[src/rtl/wt_mem_req_arbiter.sv]
// Round-robin N-port memory request arbiter with per-port outstanding limits and tag-based return routing.
// Defining WT_ARB_PERF_CNT_EN adds per-port saturating grant and stall counters.
module wt_mem_req_arbiter #(
  parameter  int NumPorts       = 3,
  parameter  int DataWidth      = 128,
  parameter  int RtrnWidth      = 128,
  parameter  int TxIdWidth      = 2,
  parameter  int MaxOutstanding = 4,
  localparam int PortW          = (NumPorts > 1) ? $clog2(NumPorts) : 1,
  localparam int TagW           = PortW + TxIdWidth,
  localparam int CntW           = $clog2(MaxOutstanding + 1)
) (
  input  logic                          clk_i,
  input  logic                          rst_ni,
  input  logic [NumPorts-1:0]           port_req_i,
  output logic [NumPorts-1:0]           port_ack_o,
  input  logic [NumPorts*DataWidth-1:0] port_data_i,
  input  logic [NumPorts*TxIdWidth-1:0] port_txid_i,
  output logic                          mem_req_o,
  input  logic                          mem_ack_i,
  output logic [DataWidth-1:0]          mem_data_o,
  output logic [TagW-1:0]               mem_tag_o,
  input  logic                          mem_rtrn_vld_i,
  input  logic [TagW-1:0]               mem_rtrn_tag_i,
  input  logic [RtrnWidth-1:0]          mem_rtrn_data_i,
  output logic [NumPorts-1:0]           port_rtrn_vld_o,
  output logic [TxIdWidth-1:0]          port_rtrn_txid_o,
  output logic [RtrnWidth-1:0]          port_rtrn_data_o,
  output logic [NumPorts*CntW-1:0]      outstanding_o,
  output logic                          err_orphan_o
`ifdef WT_ARB_PERF_CNT_EN
  ,
  output logic [NumPorts*32-1:0]        perf_grant_cnt_o,
  output logic [NumPorts*32-1:0]        perf_stall_cnt_o
`endif
);

  typedef enum logic {IDLE, REQ} state_e;

  localparam logic [CntW-1:0] CntMax = CntW'(MaxOutstanding);

  state_e               state_q;
  logic [PortW-1:0]     rr_ptr_q;
  logic [PortW-1:0]     grant_q;
  logic [CntW-1:0]      cnt_q [NumPorts];
  logic [NumPorts-1:0]  elig;
  logic [PortW-1:0]     win_hi, win_lo, winner;
  logic                 any_hi, any_lo;
  logic [DataWidth-1:0] sel_data;
  logic [TxIdWidth-1:0] sel_txid;
  logic                 ack_fire;
  logic [PortW-1:0]     rtrn_port;
  logic                 rtrn_hit;

  always_comb begin
    elig = '0;
    for (int p = 0; p < NumPorts; p++) begin
      elig[p] = port_req_i[p] && (cnt_q[p] != CntMax);
    end
  end

  // Two-pass search: ports at or above the pointer first, then wrap to port 0.
  always_comb begin
    any_hi = 1'b0;
    any_lo = 1'b0;
    win_hi = '0;
    win_lo = '0;
    for (int p = 0; p < NumPorts; p++) begin
      if (!any_hi && elig[p] && (PortW'(p) >= rr_ptr_q)) begin
        any_hi = 1'b1;
        win_hi = PortW'(p);
      end
      if (!any_lo && elig[p]) begin
        any_lo = 1'b1;
        win_lo = PortW'(p);
      end
    end
    winner = any_hi ? win_hi : win_lo;
  end

  always_comb begin
    sel_data = '0;
    sel_txid = '0;
    for (int p = 0; p < NumPorts; p++) begin
      if (winner == PortW'(p)) begin
        sel_data = port_data_i[p*DataWidth +: DataWidth];
        sel_txid = port_txid_i[p*TxIdWidth +: TxIdWidth];
      end
    end
  end

  assign ack_fire = (state_q == REQ) && mem_ack_i;

  always_comb begin
    port_ack_o = '0;
    for (int p = 0; p < NumPorts; p++) begin
      port_ack_o[p] = ack_fire && (grant_q == PortW'(p));
    end
  end

  // Returns to a nonexistent port or to a port with nothing in flight never raise a valid.
  assign rtrn_port = mem_rtrn_tag_i[TagW-1 -: PortW];

  always_comb begin
    port_rtrn_vld_o = '0;
    for (int p = 0; p < NumPorts; p++) begin
      port_rtrn_vld_o[p] = mem_rtrn_vld_i && (rtrn_port == PortW'(p)) && (cnt_q[p] != '0);
    end
  end

  assign rtrn_hit         = |port_rtrn_vld_o;
  assign port_rtrn_txid_o = rtrn_hit ? mem_rtrn_tag_i[TxIdWidth-1:0] : '0;
  assign port_rtrn_data_o = rtrn_hit ? mem_rtrn_data_i : '0;

  always_comb begin
    outstanding_o = '0;
    for (int p = 0; p < NumPorts; p++) begin
      outstanding_o[p*CntW +: CntW] = cnt_q[p];
    end
  end

  always_ff @(posedge clk_i or negedge rst_ni) begin
    if (!rst_ni) begin
      for (int p = 0; p < NumPorts; p++) begin
        cnt_q[p] <= '0;
      end
      err_orphan_o <= 1'b0;
    end else begin
      for (int p = 0; p < NumPorts; p++) begin
        if (port_ack_o[p] && !port_rtrn_vld_o[p]) begin
          cnt_q[p] <= cnt_q[p] + CntW'(1);
        end else if (!port_ack_o[p] && port_rtrn_vld_o[p]) begin
          cnt_q[p] <= cnt_q[p] - CntW'(1);
        end
      end
      if (mem_rtrn_vld_i && !rtrn_hit) begin
        err_orphan_o <= 1'b1;
      end
    end
  end

  // Request stage: payload and tag are captured once and held until the memory side accepts.
  always_ff @(posedge clk_i or negedge rst_ni) begin
    if (!rst_ni) begin
      state_q    <= IDLE;
      rr_ptr_q   <= '0;
      grant_q    <= '0;
      mem_req_o  <= 1'b0;
      mem_data_o <= '0;
      mem_tag_o  <= '0;
    end else begin
      case (state_q)
        IDLE: begin
          if (any_lo) begin
            state_q    <= REQ;
            grant_q    <= winner;
            mem_req_o  <= 1'b1;
            mem_data_o <= sel_data;
            mem_tag_o  <= {winner, sel_txid};
          end
        end
        REQ: begin
          if (mem_ack_i) begin
            state_q   <= IDLE;
            mem_req_o <= 1'b0;
            rr_ptr_q  <= (grant_q == PortW'(NumPorts - 1)) ? '0 : grant_q + PortW'(1);
          end
        end
        default: begin
          state_q   <= IDLE;
          mem_req_o <= 1'b0;
        end
      endcase
    end
  end

`ifdef WT_ARB_PERF_CNT_EN
  localparam logic [31:0] PerfMax = 32'hFFFF_FFFF;

  always_ff @(posedge clk_i or negedge rst_ni) begin
    if (!rst_ni) begin
      perf_grant_cnt_o <= '0;
      perf_stall_cnt_o <= '0;
    end else begin
      for (int p = 0; p < NumPorts; p++) begin
        if (port_ack_o[p] && (perf_grant_cnt_o[p*32 +: 32] != PerfMax)) begin
          perf_grant_cnt_o[p*32 +: 32] <= perf_grant_cnt_o[p*32 +: 32] + 32'd1;
        end
        if (port_req_i[p] && (cnt_q[p] == CntMax) && (perf_stall_cnt_o[p*32 +: 32] != PerfMax)) begin
          perf_stall_cnt_o[p*32 +: 32] <= perf_stall_cnt_o[p*32 +: 32] + 32'd1;
        end
      end
    end
  end
`endif

endmodule

[config.mk]
export PLATFORM = sky130hd
export DESIGN_NAME = wt_mem_req_arbiter
export DESIGN_NICKNAME = d
export VERILOG_FILES = /design/src/rtl/wt_mem_req_arbiter.sv
export SDC_FILE = /design/constraint.sdc
export NUM_CORES = 1
export LEC_CHECK = 0
export BUFFER_PORTS_ARGS = -buffer_cell sky130_fd_sc_hd__buf_2
export CORE_AREA = 2 2 317 319
export CTS_CLUSTER_SIZE = 20
export DETAILED_ROUTE_END_ITERATION = 6
export DIE_AREA = 0 0 319 321
export SLEW_MARGIN = 20
export SYNTH_ARGS = -nofsm -noshare
export SYNTH_HDL_FRONTEND = slang
export SYNTH_SLANG_ARGS = --single-unit
[constraint.sdc]
create_clock -name clk_i -period 2.5 [get_ports clk_i]
set_input_delay 0.625 -clock clk_i [delete_from_list [all_inputs] [get_ports clk_i]]
set_output_delay 0.625 -clock clk_i [all_outputs]
set_load 0.02 [all_outputs]
# Word level (Yosys, flattened, before mapping)
# Index checks and enable logic that the tools add are counted.
[op_classes]
n_addsub = 7
n_lt_le_gt_ge = 3
n_eq_ne = 11
n_mux = 32
bitwise_logic = 1
reduce_logical = 51
[op_table]
columns = ["op", "count"]
rows = [
  ["$mux 128", 4],
  ["$logic_and 1x1->1", 27],
  ["$mux 3", 6],
  ["$mux 2", 8],
  ["$mux 1", 12],
  ["$logic_not 1->1", 11],
  ["$add 3x1->3 const B", 3],
  ["$ne 3x3->1 const B", 3],
  ["$reduce_bool 3->1", 3],
  ["$sub 3x1->3 const B", 3],
  ["$eq 2x1->1 const B", 3],
  ["$eq 2x2->1 const B", 3],
  ["$logic_not 2->1", 3],
  ["$reduce_and 2->1", 3],
  ["$reduce_bool 2->1", 3],
  ["$ge 1x2->1 const A", 2],
  ["$ne 2x2->1 const B", 2],
  ["$pmux 1 s2", 2],
  ["$reduce_or 3->1", 1],
  ["$add 2x1->2 const B", 1],
  ["$ge 2x2->1 const A", 1],
  ["$not 1->1", 1],
]
[totals]
register_bits = 148
inputBits = 529
output_inout_bits = 279
elab_cells = 115

# Logic depth before layout (Yosys ltp)
# Gate-level depths: netlist of run 1.
[depth]
ltp_word = 17
ltp_mapped = 9
ltp_nobuf = 9

# Worst setup path before layout of run 1
# OpenSTA, ideal clock, no wires.
[synth_timing]
kind = "in2out"
from = "in mem_rtrn_tag_i[3]"
to = "out port_rtrn_data_o[100]"
t_arrival_ps = 2582
required_ps = 1875
path_slack_ps = -707
cell_stages = 5
n_path_buf = 2
path_cell_list = "nor4b_1 -> nor3_1 -> clkbuf_1 -> clkbuf_1 -> nor2b_1"
[synth_between]
elab_chain_cells = 5
[synth_rtl]
columns = ["element", "line_no", "text"]
rows = [
  ["start, declared", "24", "input logic [TagW-1:0] mem_rtrn_tag_i,"],
  ["$eq 2x1->1 (tied with other cells)", "107", "port_rtrn_vld_o[p] = mem_rtrn_vld_i && (rtrn_port == PortW'(p)) && (cnt_q[p] != '0);"],
  ["$logic_and 1x1->1 (2 in series)", "107", ""],
  ["$reduce_or 3->1 *", "111", "assign rtrn_hit = |port_rtrn_vld_o;"],
  ["$mux 128 *", "113", "assign port_rtrn_data_o = rtrn_hit ? mem_rtrn_data_i : '0;"],
  ["end, declared", "28", "output logic [RtrnWidth-1:0] port_rtrn_data_o,"],
]
# Every way passes the cells marked *; elsewhere a longest branch is shown, timed or not.

# Worst setup path after layout of run 1
[layout_timing]
from = "reg cnt_q, in the netlist outstanding_o[5]"
to = "out port_rtrn_data_o[7]"
[layout_between]
elab_chain_cells = 4
[layout_rtl]
columns = ["element", "line_no", "text"]
rows = [
  ["start, declared", "45", "logic [CntW-1:0] cnt_q [NumPorts];"],
  ["start signal, assigned by index", "131", "cnt_q[p] <= cnt_q[p] + CntW'(1);"],
  ["start signal, assigned by index", "133", "cnt_q[p] <= cnt_q[p] - CntW'(1);"],
  ["$reduce_bool 3->1", "107", ""],
  ["$logic_and 1x1->1", "107", ""],
  ["$reduce_or 3->1", "111", ""],
  ["$mux 128", "113", ""],
]
# No other way between the ends.

==> results of run 1 <==
-- worst max-delay path, stage by stage, from the launching register on --
cell     delay, ps
dfrtp_1        430
nor3_2         230
nor3_2          90
nor3_4         200
buf_6          130
buf_12         140
buf_16         190
nor2b_1         80
buf_4          160
-- cell usage after synthesis, types with 9 or more instances --
cell        n
a222oi_1   94
clkbuf_1   80
nand2_1    42
o22ai_1   129
a21oi_1   132
buf_1       9
inv_1       9
o21ai_0    32
dfrtp_1   146
buf_2      19
a21o_1     99
nor2b_1   131
-- sequential cells by signal, indices dropped and copies added, names as in the netlist --
signal         cells
mem_data_o       128
state_q            1
mem_tag_o          4
outstanding_o      9
mem_req_o          1
rr_ptr_q           2
err_orphan_o       1
-- worst max path at each step --
stage	from	to	cells after the start
floorplan	outstanding_o[6]	port_rtrn_data_o[100]	6
global placement	port_req_i[2]	mem_data_o[25]	8
detailed placement	port_req_i[2]	mem_data_o[110]	7
CTS	outstanding_o[2]	port_rtrn_data_o[7]	8
global route	outstanding_o[8]	port_rtrn_data_o[7]	8
finish	outstanding_o[5]	port_rtrn_data_o[7]	8
-- layer usage --
metal  vias up  share of wire  track usage
met3       239           0.14       0.0922
met5         -         0.0083            0
met2       820           0.45        0.213
li1       5626              -            -
met4       106          0.033       0.0462
met1      6072           0.37        0.152
-- cell type report --
cell class | count | share of cell area
Clock inverter | 13 | 0.00565
Sequential cell | 146 | 0.207
Clock buffer | 19 | 0.0244
Tap cell | 1298 | 0.0916
Antenna cell | 14 | 0.00198
Inverter | 9 | 0.00191
Multi-Input combinational cell | 724 | 0.314
Timing Repair Buffer | 957 | 0.354
-- per-stage QoR --
step | utilization | power (mW) | setup TNS [ps] | cell area, sq um
floorplan | - | 10.4 | -1700 | 9330
global placement | 0.157 | 15.2 | -3390 | 15600
detailed placement | 0.157 | 15.3 | -12100 | 15600
CTS | 0.169 | 18.4 | -41930 | 16800
global route | 0.178 | 20.5 | -50490 | 17700
finish | 0.179 | 19.3 | -33200 | 17700
-- logic make-up (layout without fill, tap and decap cells) --
| kind of cell | after synthesis | after routing |
|---|---|---|
| AO/OA/AOI/OAI | 500 | 501 |
| XOR/XNOR | 9 | 9 |
| adder cells (fa/ha/maj) | 6 | 6 |
| buffers and inverters | 123 | 998 |
| flip-flops | 146 | 146 |
| multiplexers | 3 | 3 |
| other | 0 | 14 |
| AND/OR/NAND/NOR | 205 | 205 |
-- what timing repair did --
action,in CTS,in global routing
pin swaps,7,40
setup buffers,10,25
gates cloned,2,12
resized for setup,169,107
endpoints found under the setup margin,146,233
-- where the power goes --
part | internal (mW) | switching [mW] | leakage, nW
combinational | 5.03 | 7.40 | 6.48
sequential | 3.54 | 0.770 | 1.65
clock | 1.28 | 1.27 | 0.248
total | 9.85 | 9.43 | 8.38
==> summary.txt, run 1 <==
Syn Inst Count: 992
final RePlAce weighted congestion: 0.887
post-route setup slack: -320 ps
Post-synth EDFFs: 0
Nets: 2390
setup repair after global routing missed its margin: yes
Hold Slack: 117 ps
Synth Flop Type: dfrtp_1
failing checks: design-rule violations, negative setup slack
share of Yosys cell area claimed by the top area cell type: 0.405
main combinational cell family by area after synthesis: compound AO/OA/AOI/OAI gates
routed len/inst: 25.4 um
clock skew: 18.9 ps
Clock Latency Late Sink: 500 ps
Syn Area/Cell: 9.09 sq um
Synth area leaders: dfrtp_1 41%, a222oi_1 10%, nor2b_1 9.1%
status: finished with violations
worst setup path class: flop to primary output
Root Driver: clkbuf_16
critical path capture point type: primary output
via count: 12863
largest net degree at the start of global routing: 88
R2R Path Start: outstanding_o[1]
filler cell count: 11179
Worst EP required: 1880 ps
CTS clk-pin slew, worst paths: 80 ps
die span in y: 321 um
Slew Viols, Final: 0
DIE WIDTH: 319 um
layout cells sized above 1: 0.611
endpoints failing hold: 0
Peak Freq: 355 MHz
Final setup viols: 135
Setup crit start kind: flop
r2r worst-path depth: 11
worst hold path class: input port to asynchronous set/reset pin
Detailed Place HPWL: 60.9 mm
CTS max path bufs: 2
vias per inst: 4.04
Period minus WS final: 2820 ps
yosys warns: 0
syn nets: 1527
clock sinks: 146
post-synthesis sequential area ratio: 0.405
Initial Util: 0.0908
Distinct cells, synth: 42
Slew HR: 0.444
worst vdd ir: 0.593 mV
multi-input logic area: 0.00556 sq mm
ys async rst share: 1.00
first-pass GRT wire length: 96.8 mm
post-synthesis register bit count: 146
CP arrival: 2190 ps
I/O pin total: 808
max-cap violation count: 0
commonest cells after routing, fill and taps aside: 697 x buf_2, 146 x buf_4, 141 x dfrtp_1, 122 x a21oi_1, 112 x o22ai_1
GRT Util Overall: 0.138
post-place setup slack: -257 ps
area of the core: 0.0993 sq mm
reg-to-reg endpoint: mem_data_o[20]
initial antenna violation count: 93
post-synthesis mux area share: 0.00375
TritonCTS clock tree: yes
Synth Area in Compound Gates: 0.382
DRT Wirelength: 80.7 mm
PD cells: 1090 mW/mm^2
Die ar.: 0.102 sq mm
Leak: 8.38 nW
post-route clock period utilization: 1.13
Hold-fix buffers, CTS: 0
commonest non-fill, non-tap cell in the layout: buf_2
Netlist Area Pre-Place: 0.00902 sq mm
Post-Synth Adder-Cell Area: 0.0108
CTS H-tree depth: 4
cell accounting for the most synthesized area: dfrtp_1
first-pass iteration count of the detailed router: 7
Worst Max-Slew Pin Slew: 834 ps
TritonCTS Buffers: 17
residual DRC count: 20
Final ANT Viol Nets: 0
number of global-route vias before repair: 11944
simple-gate portion of the synthesized area: 0.130
Synth Area in XOR/XNOR: 0.00874
setup slack, reg-to-reg: -70 ps
P&R area growth vs syn: 96.7%
Non-Filler Instances: 3180
port bufs: 807
num rows: 116
starting DRC count in detailed routing: 1079
placed cell count: 3089
FF/Latch Area: 0.00366 sq mm
gr ovfl total: 0
critical path peak fanout: 21
Power figures use the tool's default switching activity.
==> run 2: changes to the inputs <==
--- a/config.mk
+++ b/config.mk
@@ -6,10 +6,10 @@
 export NUM_CORES = 1
 export LEC_CHECK = 0
 export BUFFER_PORTS_ARGS = -buffer_cell sky130_fd_sc_hd__buf_2
-export CORE_AREA = 2 2 317 319
+export CORE_AREA = 2 2 314 316
 export CTS_CLUSTER_SIZE = 20
 export DETAILED_ROUTE_END_ITERATION = 6
-export DIE_AREA = 0 0 319 321
+export DIE_AREA = 0 0 316 318
 export SLEW_MARGIN = 20
 export SYNTH_ARGS = -nofsm -noshare
 export SYNTH_HDL_FRONTEND = slang
==> constraint.sdc (replaced) <==
create_clock -name clk_i -period 3.3 [get_ports clk_i]
set_input_delay 0.825 -clock clk_i [delete_from_list [all_inputs] [get_ports clk_i]]
set_output_delay 0.825 -clock clk_i [all_outputs]
set_load 0.02 [all_outputs]
==> run 2 against run 1 <==
- the flow now finishes without violations
- routed wire length shrank 5.1%
- die area fell by 1.9%
- critical endpoint unchanged
- clock power fell by 15%
- total power decreased by 31%
- largest power group unchanged
- hold slack better by 150 ps
- global-route usage is 0.80 points higher
==> summary.txt, run 2 (synthesis gave the netlist of run 1 again) <==
status: finished clean
I/O pin total: 808 (unchanged)
Worst Max-Slew Pin Slew: 1080 ps (+243 ps)
CTS max path bufs: 2 (unchanged)
TritonCTS clock tree: yes
setup slack, reg-to-reg: 290 ps (+360 ps)
first-pass iteration count of the detailed router: 7 (unchanged)
P&R area growth vs syn: 72.3%
first-pass GRT wire length: 99.5 mm (+2.8%)
port bufs: 807 (unchanged)
residual DRC count: 0 (-100%)
CTS H-tree depth: 4 (unchanged)
crit-path cells: nor3_4 -> nor4bb_4 -> nor3_4 -> buf_4 -> buf_12 -> nor2b_1 -> buf_2
post-route setup slack: 130 ps (+450 ps)
max FFs per register: 128 (unchanged)
critical path peak fanout: 37 (+76%)
Setup crit start kind: flop
worst hold path class: input port to asynchronous set/reset pin
largest net degree at the start of global routing: 87 (-1.1%)
CP max-delay cell: dfrtp_2
critical path capture point type: primary output
commonest cells after routing, fill and taps aside: 806 x buf_2, 142 x dfrtp_1, 130 x nor2b_1, 129 x o22ai_1, 129 x a21oi_1
Initial Util: 0.0926 (+0.00174)
Final ANT Viol Nets: 0 (unchanged)
initial antenna violation count: 87 (-6.5%)
number of global-route vias before repair: 11808 (-1.1%)
Leak: 7.48 nW (-11%)
CP arrival: 2340 ps (+150 ps)
routed len/inst: 24.9 um (-1.8%)
GRT Util Overall: 0.146 (+0.00802)
Detailed Place HPWL: 62.2 mm (+2.2%)
endpoints failing hold: 0 (unchanged)
most frequent CP cell: nor3_4
CTS clk-pin slew, worst paths: 80 ps (about the same)
TritonCTS Buffers: 17 (unchanged)
via count: 12382 (-3.7%)
Non-Filler Instances: 3073 (-3.4%)
Root Driver: clkbuf_16
CP peak stage delay: 480 ps (+50 ps)
Period minus WS final: 3170 ps
Slew HR: 0.282 (-0.162)
Hold-fix buffers, CTS: 0 (unchanged)
Top reg by flops: mem_data_o
worst setup path class: flop to primary output
Die ar.: 0.100 sq mm (-1.9%)
placed cell count: 3022 (-2.2%)
Nets: 2292 (-4.1%)
Final setup viols: 0 (-100%)
CP top delay family: simple AND/OR/NAND/NOR gates
DRT Wirelength: 76.6 mm (-5.1%)
Worst EP required: 2470 ps (+590 ps)
starting DRC count in detailed routing: 1045 (-3.2%)
area of the core: 0.0974 sq mm (-1.9%)
commonest non-fill, non-tap cell in the layout: buf_2
final RePlAce weighted congestion: 0.946 (+6.6%)
PD cells: 850 mW/mm^2 (-22%)
worst vdd ir: 0.390 mV (-34%)
vias per inst: 4.03 (-0.39%)
post-route clock period utilization: 0.961
die span in y: 318 um (-0.93%)
post-place setup slack: 102 ps (+360 ps)
clock sinks: 146 (unchanged)
Clock Latency Late Sink: 490 ps (about the same)
DIE WIDTH: 316 um (-0.94%)
buffers plus inverters on the worst setup path: 3 (-1)
num rows: 115 (-0.86%)
Peak Freq: 315 MHz
gr ovfl total: 0 (unchanged)
max-cap violation count: 0 (unchanged)
clock skew: 20.3 ps (+1.42 ps)
Slew Viols, Final: 0 (unchanged)
layout cells sized above 1: 0.517 (-0.0941)
[run 2: cell types whose count changed in the layout (fill, tap and decap cells not counted), moves of 13 or more]
cell | before | now
buf_2 | 697 | 806
buf_4 | 146 | 40
nor2b_1 | 33 | 130
buf_6 | 72 | 1
nor2b_2 | 69 | 1
nor2b_4 | 29 | 0
o22ai_1 | 112 | 129
o22ai_2 | 16 | 0
buf_12 | 25 | 12
[run 2: routing by layer]
layer | vias to the layer above | track usage | wire length, um
li1 | 5417 | - | -
met1 | 5896 | 0.150 | 26900
met2 | 854 | 0.284 | 41100
met3 | 195 | 0.0370 | 5690
met4 | 20 | 0.0463 | 2840
met5 | - | 0 | 125
[run 2: final timing paths]
path,from,to,depth (start not counted)
hold / removal,rst_ni,mem_data_o[126],1
setup / recovery,outstanding_o[6],port_rtrn_data_o[7],7
min in group clk_i,err_orphan_o,err_orphan_o,1
setup reg to reg,outstanding_o[0],mem_data_o[7],6
max in group asynchronous,rst_ni,rr_ptr_q[1],2
hold reg to reg,err_orphan_o,err_orphan_o,1
[run 2: what timing repair did]
item | CTS | global route
pin swaps | 1 | 1
resized for setup | 6 | 7
buffers inserted | 0 | 2
cloned | 1 | 0
setup endpoints to repair | 130 | 122
[run 2: cell type report]
type	instances	area [sq um]
inverter	9	33.8
multi-input combinational	723	4980
clock inverter	13	160
sequential	146	3660
timing repair buffer	860	4620
antenna	17	42.5
fill	11067	81900
clock buffer	18	429
tap	1287	1610
[run 2: per-stage QoR]
step	TNS, ps	hold WS (ps)	instance area, sq um	total power [mW]	utilization
finish	0	263	15500	13.2	0.159
global route	-16.0	237	15500	14.1	0.159
CTS	-2600	208	15400	13.4	0.159
detailed placement	0	443	14800	11.1	0.152
global placement	0	438	14800	11.0	0.152
floorplan	0	529	9030	7.75	-
[run 2: where the power goes]
group	leakage, nW	switching [mW]	internal [mW]
Sequential	1.65	0.582	2.68
Combinational	5.54	5.00	2.80
Clock	0.286	0.961	1.19
Total	7.48	6.54	6.67
[run 2: worst reg2reg max path, stage by stage (launching register included)]
cell	delay, ps
dfrtp_1	480
or3b_1	550
nand4_1	230
nand4bb_4	790
buf_4	590
o22ai_1	180
a21oi_1	60
==> run 3: changes to the inputs <==
==> constraint.sdc (replaced) <==
create_clock -name clk_i -period 3.3 [get_ports clk_i]
set_input_delay 0.825 -clock clk_i [delete_from_list [all_inputs] [get_ports clk_i]]
set_output_delay 0.825 -clock clk_i [all_outputs]
set_load 0.005 [all_outputs]
==> run 3 against run 2 <==
- the flow now finishes with violations (design-rule violations)
- die area unchanged
- clock power fell by 2%
- largest cell class unchanged
- clock skew up 5.0 ps
- count of clock-buffer cells in the layout is 1 higher
- via count barely moved
- non-clock buffer count down 3
- global-route usage fell by 0.31 points
- sequential share of layout area about the same
- routed wire length down 2.1%
- sequential power about the same
- core utilization about the same
- sequential cell count unchanged
- largest power group unchanged
==> summary.txt, run 3 (synthesis gave the netlist of run 1 again) <==
worst hold path class: input port to asynchronous set/reset pin
commonest cells after routing, fill and taps aside: 806 x buf_2, 144 x dfrtp_1, 131 x nor2b_1, 129 x o22ai_1, 129 x a21oi_1
Hold Slack: 369 ps (+106 ps)
worst vdd ir: 0.404 mV (+3.5%)
GRT Util Overall: 0.143 (-0.00313)
first-pass iteration count of the detailed router: 7 (unchanged)
largest net degree at the start of global routing: 82 (-5.7%)
Nets: 2289 (-0.13%)
critical path peak fanout: 31 (-16%)
first-pass GRT wire length: 97.5 mm (-2.0%)
PD cells: 763 mW/mm^2 (-10%)
area of the core: 0.0974 sq mm (unchanged)
I/O pin total: 808 (unchanged)
cell-internal power: 6.55 mW (-1.7%)
port bufs: 807 (unchanged)
Hold-fix buffers, CTS: 0 (unchanged)
initial antenna violation count: 74 (-15%)
final RePlAce weighted congestion: 0.892 (-5.7%)
r2r worst-path depth: 7 (+1)
status: finished with violations
P&R area growth vs syn: 72.4% (about the same)
commonest non-fill, non-tap cell in the layout: buf_2
Root Driver: clkbuf_16
reg-to-reg endpoint: mem_data_o[74]
vias per inst: 4.04 (+0.21%)
switching share of power: 0.448 (-0.0477)
clock sinks: 146 (unchanged)
CP arrival: 2340 ps (about the same)
Top reg by flops: mem_data_o
Slew HR: 0.446 (+0.164)
Psw: 5.31 mW (-19%)
endpoints failing hold: 0 (unchanged)
setup slack, reg-to-reg: 520 ps (+230 ps)
TritonCTS clock tree: yes
Slew Viols, Final: 0 (unchanged)
num rows: 115 (unchanged)
Die ar.: 0.100 sq mm (unchanged)
dpl cell area: 0.0148 sq mm (about the same)
DIE WIDTH: 316 um (unchanged)
DRT Wirelength: 75.0 mm (-2.1%)
gr ovfl total: 0 (unchanged)
CTS H-tree depth: 4 (unchanged)
Post-Layout Inst Area: 0.0155 sq mm (about the same)
layout cells sized above 1: 0.514 (-0.00281)
number of global-route vias before repair: 11872 (+0.54%)
Period minus WS final: 3160 ps (-5.26 ps)
failing checks: design-rule violations
post-route clock period utilization: 0.959 (-0.00159)
CTS clk-pin slew, worst paths: 70 ps (about the same)
Reg power frac: 0.277 (+0.030)
Detailed Place HPWL: 62.0 mm (-0.46%)
starting DRC count in detailed routing: 992 (-5.1%)
CTS max path bufs: 2 (unchanged)
max-cap violation count: 0 (unchanged)
max FFs per register: 128 (unchanged)
worst setup path class: flop to primary output
Gate power share: 0.545 (-0.046)
TritonCTS Buffers: 17 (unchanged)
final setup TNS: 0 ps (unchanged)
crit path from: outstanding_o[0]
via count: 12384 (+0.016%)
routed len/inst: 24.4 um (-1.9%)
Leak: 7.48 nW (about the same)
Final setup viols: 0 (unchanged)
R2R Path Start: outstanding_o[0]
part of the power in the clock network: 0.178 (+0.016)
Peak Freq: 316 MHz (+0.17%)
critical path capture point type: primary output
Worst EP required: 2470 ps (about the same)
clock skew: 25.4 ps (+5.02 ps)
setup repair after global routing missed its margin: no
Clock Latency Late Sink: 510 ps (+20 ps)
Final ANT Viol Nets: 0 (unchanged)
Setup crit start kind: flop
die span in y: 318 um (unchanged)
Worst Max-Slew Pin Slew: 831 ps (-246 ps)
residual DRC count: 5 (+5)
Initial Util: 0.0926 (unchanged)
==> run 3: cell type report <==
| cell class | instances | area [sq um] |
|---|---|---|
| clock buffers | 19 | 453 |
| multi-input cells | 723 | 4930 |
| inverters | 9 | 33.8 |
| flip-flops and latches | 146 | 3660 |
| clock inverters | 13 | 146 |
| fillers | 11116 | 81900 |
| well taps | 1287 | 1610 |
| diodes | 13 | 32.5 |
| repair buffers | 857 | 4680 |
==> run 3: worst max path at each step <==
stage                                  endpoint  slack [ps]  cells after the start
final                      port_rtrn_data_o[17]         140                      8
after detailed placement    port_rtrn_txid_o[1]         120                      7
after floorplan           port_rtrn_data_o[100]         400                      5
after global placement      port_rtrn_data_o[4]         160                      8
after global routing      port_rtrn_data_o[111]          10                      8
after CTS                  port_rtrn_data_o[39]          20                      8
==> run 3: repair_timing <==
item                       CTS  global route
setup endpoints to repair   75            67
pin swaps                    2             1
gates cloned                 1             0
buffers inserted             5             1
gates resized for setup      5             2
==> run 3: power by group through the flow <==
stage                     Combinational [mW]  Sequential, mW  Clock (mW)
after floorplan                         3.24            3.27           0
after global placement                  6.36            3.27           0
after detailed placement                6.45            3.29           0
after CTS                               6.51            3.28        2.24
after global routing                    7.06            3.39        2.29
final                                   6.47            3.29        2.11
==> run 3: routing by layer <==
metal  vias to the layer above  routed length, um  GRT usage
met2                       861              41000      0.281
met3                       177               6380     0.0448
li1                       5399                  -          -
met5                         -                156          0
met4                        24               2570     0.0479
met1                      5923              24900      0.138
==> run 3: worst max-delay path, stage by stage (launching register included) <==
cell and delay [ps]:
dfrtp_1 460, nor3_2 230, nor4b_1 70, buf_4 150, nor3_4 230, buf_12 170, bufbuf_16 330, nor2b_1 60
buf_2 130
==> run 3: stage by stage <==
stage | cells | setup WS [ps] | utilization | total power, mW
floorplan | 992 | 404 | - | 6.51
global placement | 3015 | 160 | 0.152 | 9.63
detailed placement | 3015 | 116 | 0.152 | 9.73
CTS | 3053 | 17.2 | 0.159 | 12.0
global route | 3060 | 11.4 | 0.159 | 12.7
finish | 3067 | 135 | 0.160 | 11.9
